**src/rtl/mod_n_counter_updown_if.sv**
```systemverilog
// Request/status bundle for one mod-N up/down counter stage.
// The counter drives the slave side; the controller or upstream stage drives the master side.
interface mod_n_counter_updown_if #(
   parameter int unsigned MODULUS = 3
);
   localparam int unsigned WIDTH = (MODULUS < 2) ? 1 : $clog2(MODULUS);

   logic             incr_i;
   logic             decr_i;
   logic             load_i;
   logic [WIDTH-1:0] load_value_i;
   logic [WIDTH-1:0] count_o;
   logic             at_max_o;
   logic             at_zero_o;
   logic             wrap_up_o;
   logic             wrap_down_o;
   logic             load_err_o;

   modport master (
      output incr_i, decr_i, load_i, load_value_i,
      input  count_o, at_max_o, at_zero_o, wrap_up_o, wrap_down_o, load_err_o
   );

   modport slave (
      input  incr_i, decr_i, load_i, load_value_i,
      output count_o, at_max_o, at_zero_o, wrap_up_o, wrap_down_o, load_err_o
   );
endinterface

```
**src/rtl/mod_n_counter_updown.sv**
```systemverilog
// Modulo-N up/down counter with range-checked load, wrap/saturate mode
// and registered wrap/error pulses for chaining counter digits.
module mod_n_counter_updown #(
   parameter int unsigned MODULUS  = 3,
   parameter bit          SATURATE = 1'b0
) (
   input logic                    clk_i,
   input logic                    clear_i,
   mod_n_counter_updown_if.slave  bus
);
   localparam int unsigned WIDTH = (MODULUS < 2) ? 1 : $clog2(MODULUS);

   if (MODULUS < 2) begin : g_bad_modulus
      $error("mod_n_counter_updown: MODULUS must be at least 2");
   end

   // One extra bit so MODULUS itself is representable when MODULUS == 2**WIDTH.
   localparam logic [WIDTH:0] MOD_W = (WIDTH+1)'(MODULUS);
   localparam logic [WIDTH:0] MAX_W = (WIDTH+1)'(MODULUS - 1);

   logic [WIDTH-1:0] count_q, count_d;
   logic             wrap_up_q, wrap_up_d;
   logic             wrap_down_q, wrap_down_d;
   logic             load_err_q, load_err_d;
   logic [WIDTH:0]   count_ext;

   assign count_ext = {1'b0, count_q};

   // Next-state: load beats incr/decr; simultaneous incr+decr cancel.
   always_comb begin
      count_d     = count_q;
      wrap_up_d   = 1'b0;
      wrap_down_d = 1'b0;
      load_err_d  = 1'b0;
      if (bus.load_i) begin
         if ({1'b0, bus.load_value_i} < MOD_W) begin
            count_d = bus.load_value_i;
         end else begin
            load_err_d = 1'b1;
         end
      end else if (bus.incr_i && bus.decr_i) begin
         count_d = count_q;
      end else if (bus.incr_i) begin
         if (count_ext < MAX_W) begin
            count_d = WIDTH'(count_ext + (WIDTH+1)'(1));
         end else if (SATURATE == 1'b0) begin
            count_d   = '0;
            wrap_up_d = 1'b1;
         end
      end else if (bus.decr_i) begin
         if (count_ext != '0) begin
            count_d = WIDTH'(count_ext - (WIDTH+1)'(1));
         end else if (SATURATE == 1'b0) begin
            count_d     = WIDTH'(MAX_W);
            wrap_down_d = 1'b1;
         end
      end
   end

   always_ff @(posedge clk_i or posedge clear_i) begin
      if (clear_i) begin
         count_q     <= '0;
         wrap_up_q   <= 1'b0;
         wrap_down_q <= 1'b0;
         load_err_q  <= 1'b0;
      end else begin
         count_q     <= count_d;
         wrap_up_q   <= wrap_up_d;
         wrap_down_q <= wrap_down_d;
         load_err_q  <= load_err_d;
      end
   end

   assign bus.count_o     = count_q;
   assign bus.at_max_o    = (count_ext == MAX_W);
   assign bus.at_zero_o   = (count_q == '0);
   assign bus.wrap_up_o   = wrap_up_q;
   assign bus.wrap_down_o = wrap_down_q;
   assign bus.load_err_o  = load_err_q;
endmodule

```
**src/flat_wrapper.sv**
```systemverilog
// flat-port wrapper written by rule: the top's interface ports become plain ports
module mod_n_counter_updown_flat 
#(
   parameter int unsigned MODULUS  = 3,
   parameter bit          SATURATE = 1'b0
)
  (clk_i, clear_i, bus_incr_i, bus_decr_i, bus_load_i, bus_load_value_i, bus_count_o, bus_at_max_o, bus_at_zero_o, bus_wrap_up_o, bus_wrap_down_o, bus_load_err_o);
  mod_n_counter_updown_if #(.MODULUS(MODULUS)) bus_i ();
  input logic clk_i;
  input logic clear_i;
  input wire logic [$bits(bus_i.incr_i)-1:0] bus_incr_i;
  input wire logic [$bits(bus_i.decr_i)-1:0] bus_decr_i;
  input wire logic [$bits(bus_i.load_i)-1:0] bus_load_i;
  input wire logic [$bits(bus_i.load_value_i)-1:0] bus_load_value_i;
  output wire logic [$bits(bus_i.count_o)-1:0] bus_count_o;
  output wire logic [$bits(bus_i.at_max_o)-1:0] bus_at_max_o;
  output wire logic [$bits(bus_i.at_zero_o)-1:0] bus_at_zero_o;
  output wire logic [$bits(bus_i.wrap_up_o)-1:0] bus_wrap_up_o;
  output wire logic [$bits(bus_i.wrap_down_o)-1:0] bus_wrap_down_o;
  output wire logic [$bits(bus_i.load_err_o)-1:0] bus_load_err_o;
  assign bus_i.incr_i = bus_incr_i;
  assign bus_i.decr_i = bus_decr_i;
  assign bus_i.load_i = bus_load_i;
  assign bus_i.load_value_i = bus_load_value_i;
  assign bus_count_o = bus_i.count_o;
  assign bus_at_max_o = bus_i.at_max_o;
  assign bus_at_zero_o = bus_i.at_zero_o;
  assign bus_wrap_up_o = bus_i.wrap_up_o;
  assign bus_wrap_down_o = bus_i.wrap_down_o;
  assign bus_load_err_o = bus_i.load_err_o;
  mod_n_counter_updown #(.MODULUS(MODULUS), .SATURATE(SATURATE)) u_core (.clk_i(clk_i), .clear_i(clear_i), .bus(bus_i));
endmodule
```
**config.mk**
```make
export PLATFORM = sky130hd
export DESIGN_NAME = mod_n_counter_updown_flat
export DESIGN_NICKNAME = d
export VERILOG_FILES = /design/src/rtl/mod_n_counter_updown_if.sv /design/src/rtl/mod_n_counter_updown.sv /design/src/flat_wrapper.sv
export SDC_FILE = /design/constraint.sdc
export NUM_CORES = 1
export LEC_CHECK = 0
export ABC_CLOCK_PERIOD_IN_PS = 3200
export CAP_MARGIN = 20
export CORE_AREA = 2 2 39 41
export CTS_CLUSTER_SIZE = 16
export DETAILED_ROUTE_END_ITERATION = 10
export DIE_AREA = 0 0 41 43
export PLACE_DENSITY = 0.59
export SETUP_SLACK_MARGIN = 0.3
export SYNTH_ARGS = -nofsm -noshare
export SYNTH_HDL_FRONTEND = slang
export SYNTH_SLANG_ARGS = --single-unit
export TNS_END_PERCENT = 50
```
**constraint.sdc**
```tcl
create_clock -name clk_i -period 3.2 [get_ports clk_i]
set_input_delay 0.48 -clock clk_i [delete_from_list [all_inputs] [get_ports clk_i]]
set_output_delay 0.48 -clock clk_i [all_outputs]
set_load 0.005 [all_outputs]
```
==> results of run 1 <==
==> kinds of logic after synthesis <==
kind of cell | share of synthesized area, %
fa+ha+maj | 12.1
simple gates | 22.3
flops | 40.5
xor+xnor | 2.83
buf+inv | 6.47
compound gates | 15.8
==> state kept, by name (all words and copies together) (netlist names) <==
| name | count |
|---|---|
| u_core.bus.count_o | 2 |
| u_core.bus.load_err_o | 1 |
| u_core.bus.wrap_down_o | 1 |
| u_core.bus.wrap_up_o | 1 |
==> worst min-delay path by stage <==
stage	end	start	depth (start not counted)	slack, ns
after floorplan	u_core.bus.count_o[0]	clear_i	1	0.26
after global placement	u_core.bus.wrap_up_o	u_core.bus.count_o[1]	2	0.63
after detailed placement	u_core.bus.wrap_up_o	u_core.bus.count_o[1]	2	0.63
after CTS	u_core.bus.count_o[0]	clear_i	2	0.44
after global routing	u_core.bus.count_o[0]	clear_i	2	0.45
final	u_core.bus.count_o[0]	clear_i	2	0.44
==> per-stage QoR <==
step	power (W)	worst slack (ns)	utilization, %
3_5_place_dp	0.000131	1.43	32.8
5_1_grt	0.000213	1.18	34.7
3_3_place_gp	0.000131	1.43	32.8
6_report	0.000200	1.24	34.7
4_1_cts	0.000204	1.23	34.7
2_1_floorplan	0.0000997	1.85	-
==> power breakdown <==
| part | total, W | internal [W] | switching [W] |
|---|---|---|---|
| logic | 0.0000559 | 0.0000334 | 0.0000224 |
| clock network | 0.0000702 | 0.0000470 | 0.0000232 |
| registers | 0.0000742 | 0.0000687 | 0.00000549 |
| total | 0.000200 | 0.000149 | 0.0000511 |
==> critical path: stages (launching register included) <==
cell,delay [ns]
dfrtp_1,0.41
inv_1,0.13
ha_1,0.20
clkdlybuf4s50_1,0.51
==> layout by cell type (no fill, tap or decap), drive strengths merged <==
master / count
inv: 4
xor2: 1
nand4bb: 1
clkdlybuf4s50: 13
clkbuf: 4
a21o: 1
and3: 1
o31ai: 1
dfrtp: 5
o21ai: 1
nor3: 3
and4bb: 1
ha: 3
or3b: 2
nand2b: 1
a211oi: 2
a21oi: 1
==> per-layer routing <==
metal	share of wire, %	vias up	GRT usage [%]
met5	0	-	0
met4	0	0	8.00
met3	10	0	1.57
met2	40	13	10.0
met1	49	117	11.3
li1	-	134	-
==> final cells by class <==
type / count / area, um^2
multi-input cells: 19 / 164
repair buffers: 13 / 130
inverters: 4 / 15.0
flip-flops and latches: 5 / 125
fillers: 158 / 903
clock buffers: 4 / 26.3
well taps: 16 / 20.0
==> impl_metrics.csv, run 1 <==
group,metric,value,unit
outcome,outcome,"finished, final reports clean",
routing,avgViaCountPerCell,4.33,
timing,setup_tns,0,ns
clocking,cts_buffers,3,
logic_synthesis,yosysSeqAreaShare,40.5,%
timing,fin_skew,0.000744,ns
logic_synthesis,yosysUniqueCellTypes,17,
clocking,numClockSinks,5,
flow_run,cap_violations,0,
die,core_region_area,1380,um^2
clocking,clkTransAtPathRegs,0.04,ns
clocking,postCtsHoldBufs,0,
worst_setup_path,r2r_start,"u_core.bus.count_o[1]",
clocking,cts-root-buf,"clkbuf_4",
placed_design,routabilityCongestion,0.704,
grt,grt_pass1_vias,222,
timing,rsz0062_at_grt,"false",
grt,grt_remaining_overflow,0,
worst_setup_path,required,2.72,ns
die,ioPinCount,14,
cells_and_area,fin_nets,56,
timing,min_period,1.96,ns
logic_synthesis,syn_area,309,um^2
logic_synthesis,ys_top_cells_by_count,"5 x dfrtp_1, 4 x inv_1, 3 x ha_1, 3 x nor3_1, 2 x or3b_1",
worst_setup_path,rrSetupSlack,1.75,ns
logic_synthesis,synth-seq-cells,5,
routing,drt_first_iter_violations,0,
timing,tightest_slew,0.336,ns
logic_synthesis,synth_most_common_cell,"dfrtp_1",
worst_setup_path,arrival,1.48,ns
clocking,post_cts_resized,0,
timing,period_share,61.3,%
timing,slew_violations,0,
logic_synthesis,yosys-top-cells-area,"dfrtp_1 40%, ha_1 12%, or3b_1 5.7%, nor3_1 4.9%, inv_1 4.9%",
cells_and_area,syn_to_final_growth,55.5,%
grt,grt_start_max_net_pins,11,
logic_synthesis,synthDominantCellAreaShare,40.5,%
timing,relSlewSlack,77.5,%
logic_synthesis,synthFlopType,"dfrtp_1",
routing,drc,0,
routing,routed_wl,584,um
worst_setup_path,critPathKind,"reg2out",
worst_setup_path,worstSetupStartpoint,"u_core.bus.count_o[0]",
placed_design,dp_hpwl,464,um
die,die_h,43,um
timing,holdWs,0.439,ns
clocking,clockBufferDepth,2,
worst_setup_path,r2r_cells,5,
clocking,cts_tree,"done",
clocking,postCtsSetupRepairBufs,0,
cells_and_area,final_area,480,um^2
worst_setup_path,worstSetupStartpointType,"flip-flop",
die,die-area,1760,um^2
placed_design,placedCellCount,57,
die,rows,14,
timing,setup_viol_count_final,0,
clocking,htree_levels,1,
routing,vias,264,
routing,ant_nets,0,
cells_and_area,drive_gt1_share,13.3,%
worst_setup_path,end_kind,"output port",
worst_setup_path,cp_max_fo,4,
power_and_ir_drop,leakage,0.215,nW
logic_synthesis,syn_avg_cell_area,10.7,um^2
timing,fmax,509,MHz
grt,track_usage,8.23,%
die,fp.dieW,41,um
grt,grt_first_pass_wirelength,952,um
routing,firstDrtPassIters,1,
timing,hold_viol,0,
grt,antenna_found_initial,0,
logic_synthesis,synth_edf_count,0,
power_and_ir_drop,max-vdd-ir-drop,0.109,mV
cells_and_area,n_antenna_cell,0,
placed_design,place_area,454,um^2
die,initial_core_util,22.3,%
logic_synthesis,synth_fp_nets,39,
logic_synthesis,yosys_warnings,0,
power_and_ir_drop,pwr_density_cell,417,nW/um^2
clocking,clk_latency,0.23,ns
routing,wl_per_cell,9.57,um
hold_path,hold_class,"in2async",
worst_setup_path,worstReg2RegEnd,"u_core.bus.count_o[0]",
logic_synthesis,synthCells,29,
placed_design,portBuffers,13,
worst_setup_path,timing.critical_path.to,"bus_at_zero_o",
logic_synthesis,post-synth-top-area-cell,"dfrtp_1",
logic_synthesis,ys_async_sr_fraction,100,%
cells_and_area,stdcell_count,61,
Power figures use the tool's default switching activity.
==> run 2: changes to the inputs <==
- ABC_CLOCK_PERIOD_IN_PS: 3200 -> 1900
- clock period: 3.2 -> 1.9 ns (I/O delays scaled with it)
==> run 2 against run 1 <==
  * Die area unchanged
  * Count of clock-buffer cells in the layout unchanged
  * Cell area up 3.9%
  * Via count up 1.5%
  * Highest routed layer unchanged
  * Wire length up 4.8%
  * Utilization up 1.4 points
==> impl_metrics.csv, run 2 (synthesized netlist as in run 1, its figures left out) <==
group,metric,value,unit
cells_and_area,layout_common_cells,"11 x clkdlybuf4s50_1, 5 x dfrtp_1, 3 x nor3_1, 3 x clkbuf_4",
die,ioPinCount,14,
worst_setup_path,end_kind,"output port",
routing,drt_first_iter_violations,7,
routing,routed_wl,612,um
hold_path,hold_class,"in2async",
cells_and_area,fin_nets,58,
cells_and_area,fillers,155,
clocking,clk_latency,0.24,ns
placed_design,placedCellCount,57,
placed_design,dp_hpwl,456,um
grt,grt_first_pass_wirelength,1000,um
die,initial_core_util,22.3,%
die,die-area,1760,um^2
timing,fin_skew,0.000687,ns
worst_setup_path,cp_max_fo,3,
clocking,cts_buffers,3,
placed_design,routabilityCongestion,0.676,
worst_setup_path,worstSetupStartpoint,"u_core.bus.count_o[0]",
routing,ant_nets,0,
clocking,clkTransAtPathRegs,0.04,ns
routing,firstDrtPassIters,4,
routing,avgViaCountPerCell,4.25,
cells_and_area,n_antenna_cell,0,
die,die_h,43,um
cells_and_area,largest_register_ffs,2,
placed_design,place_ws,0.337,ns
routing,wl_per_cell,9.71,um
power_and_ir_drop,max-vdd-ir-drop,0.235,mV
timing,setup_tns,0,ns
timing,relSlewSlack,77.4,%
placed_design,portBuffers,13,
clocking,cts-root-buf,"clkbuf_4",
cells_and_area,syn_to_final_growth,61.5,%
timing,period_share,79.6,%
routing,vias,268,
die,fp.dieW,41,um
cells_and_area,final_common_cell,"clkdlybuf4s50_1",
power_and_ir_drop,p_total,0.000348,W
grt,antenna_found_initial,0,
clocking,numClockSinks,5,
worst_setup_path,r2r_start,"u_core.bus.count_o[1]",
cells_and_area,stdcell_count,63,
die,core_region_area,1380,um^2
clocking,cts_tree,"done",
routing,drc,0,
timing,slew_violations,0,
power_and_ir_drop,leakage,0.237,nW
worst_setup_path,required,1.62,ns
power_and_ir_drop,pwr_density_cell,697,nW/um^2
cells_and_area,drive_gt1_share,23.4,%
timing,hold_viol,0,
clocking,postCtsHoldBufs,0,
clocking,clockBufferDepth,2,
timing,tightest_slew,0.337,ns
clocking,htree_levels,1,
timing,setup_viol_count_final,0,
grt,grt_remaining_overflow,0,
die,rows,14,
grt,track_usage,8.94,%
grt,grt_start_max_net_pins,11,
timing,fmax,661,MHz
timing,finalWorstSetupSlack,0.387,ns
worst_setup_path,arrival,1.23,ns
flow_run,cap_violations,0,
timing,rsz0062_at_grt,"false",
worst_setup_path,critPathKind,"reg2out",
outcome,outcome,"finished, final reports clean",
timing,min_period,1.51,ns
worst_setup_path,worstSetupStartpointType,"flip-flop",
grt,grt_pass1_vias,235,
run 2: cell count changes in the layout (fill, tap and decap cells not counted), sizes merged:
cell	delta
buf	+2
clkdlybuf4s50	-2
dlygate4sd2	+1
dlymetal6s2s	+1
run 2: routing by layer:
layer  wire length (um)  global-route usage, %  vias to the layer above
met2                250                   11.6                       15
met4                  0                   10.0                        0
li1                   -                      -                      139
met3                 84                   2.09                        0
met1                277                   10.6                      114
met5                  0                      0                        -
run 2: through the flow:
stage          area [um^2]  hold slack (ns)  utilization [%]
2_1_floorplan          309           0.0635                -
3_5_place_dp           454            0.495             32.8
5_1_grt                499            0.267             36.1
4_1_cts                497            0.242             35.9
3_3_place_gp           454            0.493             32.8
6_report               499            0.243             36.1
run 2: area by class of cell:
type / instances / area (um^2) / share of cell area (%)
multi-input combinational: 19 / 166 / 33.3
timing repair buffer: 15 / 146 / 29.3
sequential: 5 / 125 / 25.1
clock buffer: 4 / 26.3 / 5.26
tap: 16 / 20.0 / 4.01
inverter: 4 / 15.0 / 3.01
run 2: path summary, 6_finish.rpt:
| kind | endpoint | slack (ns) | cells past startpoint |
|---|---|---|---|
| setup / recovery | bus_count_o[0] | 0.39 | 2 |
| hold / removal | u_core.bus.count_o[0] | 0.24 | 2 |
| max in group asynchronous | u_core.bus.wrap_up_o | 1.49 | 2 |
| min in group clk_i | u_core.bus.load_err_o | 0.67 | 2 |
| hold reg to reg | u_core.bus.wrap_up_o | 0.70 | 3 |
| setup reg to reg | u_core.bus.count_o[0] | 0.54 | 5 |
run 2: worst max-delay path, stage by stage (launching register included):
cell,delay [ns]
dfrtp_1,0.37
buf_4,0.13
clkdlybuf4s50_1,0.49
run 2: repair_timing:
item / in CTS / in global routing
buffers inserted: 2 / 0
gates resized for setup: 4 / 1
pin swaps: 0 / 0
endpoints found under the setup margin: 2 / 1
run 2: power breakdown:
part	internal [W]	total (W)	leakage [nW]	switching, W
Clock	0.0000793	0.000121	0.0150	0.0000417
Combinational	0.0000617	0.000103	0.158	0.0000408
Sequential	0.000116	0.000124	0.0643	0.00000865
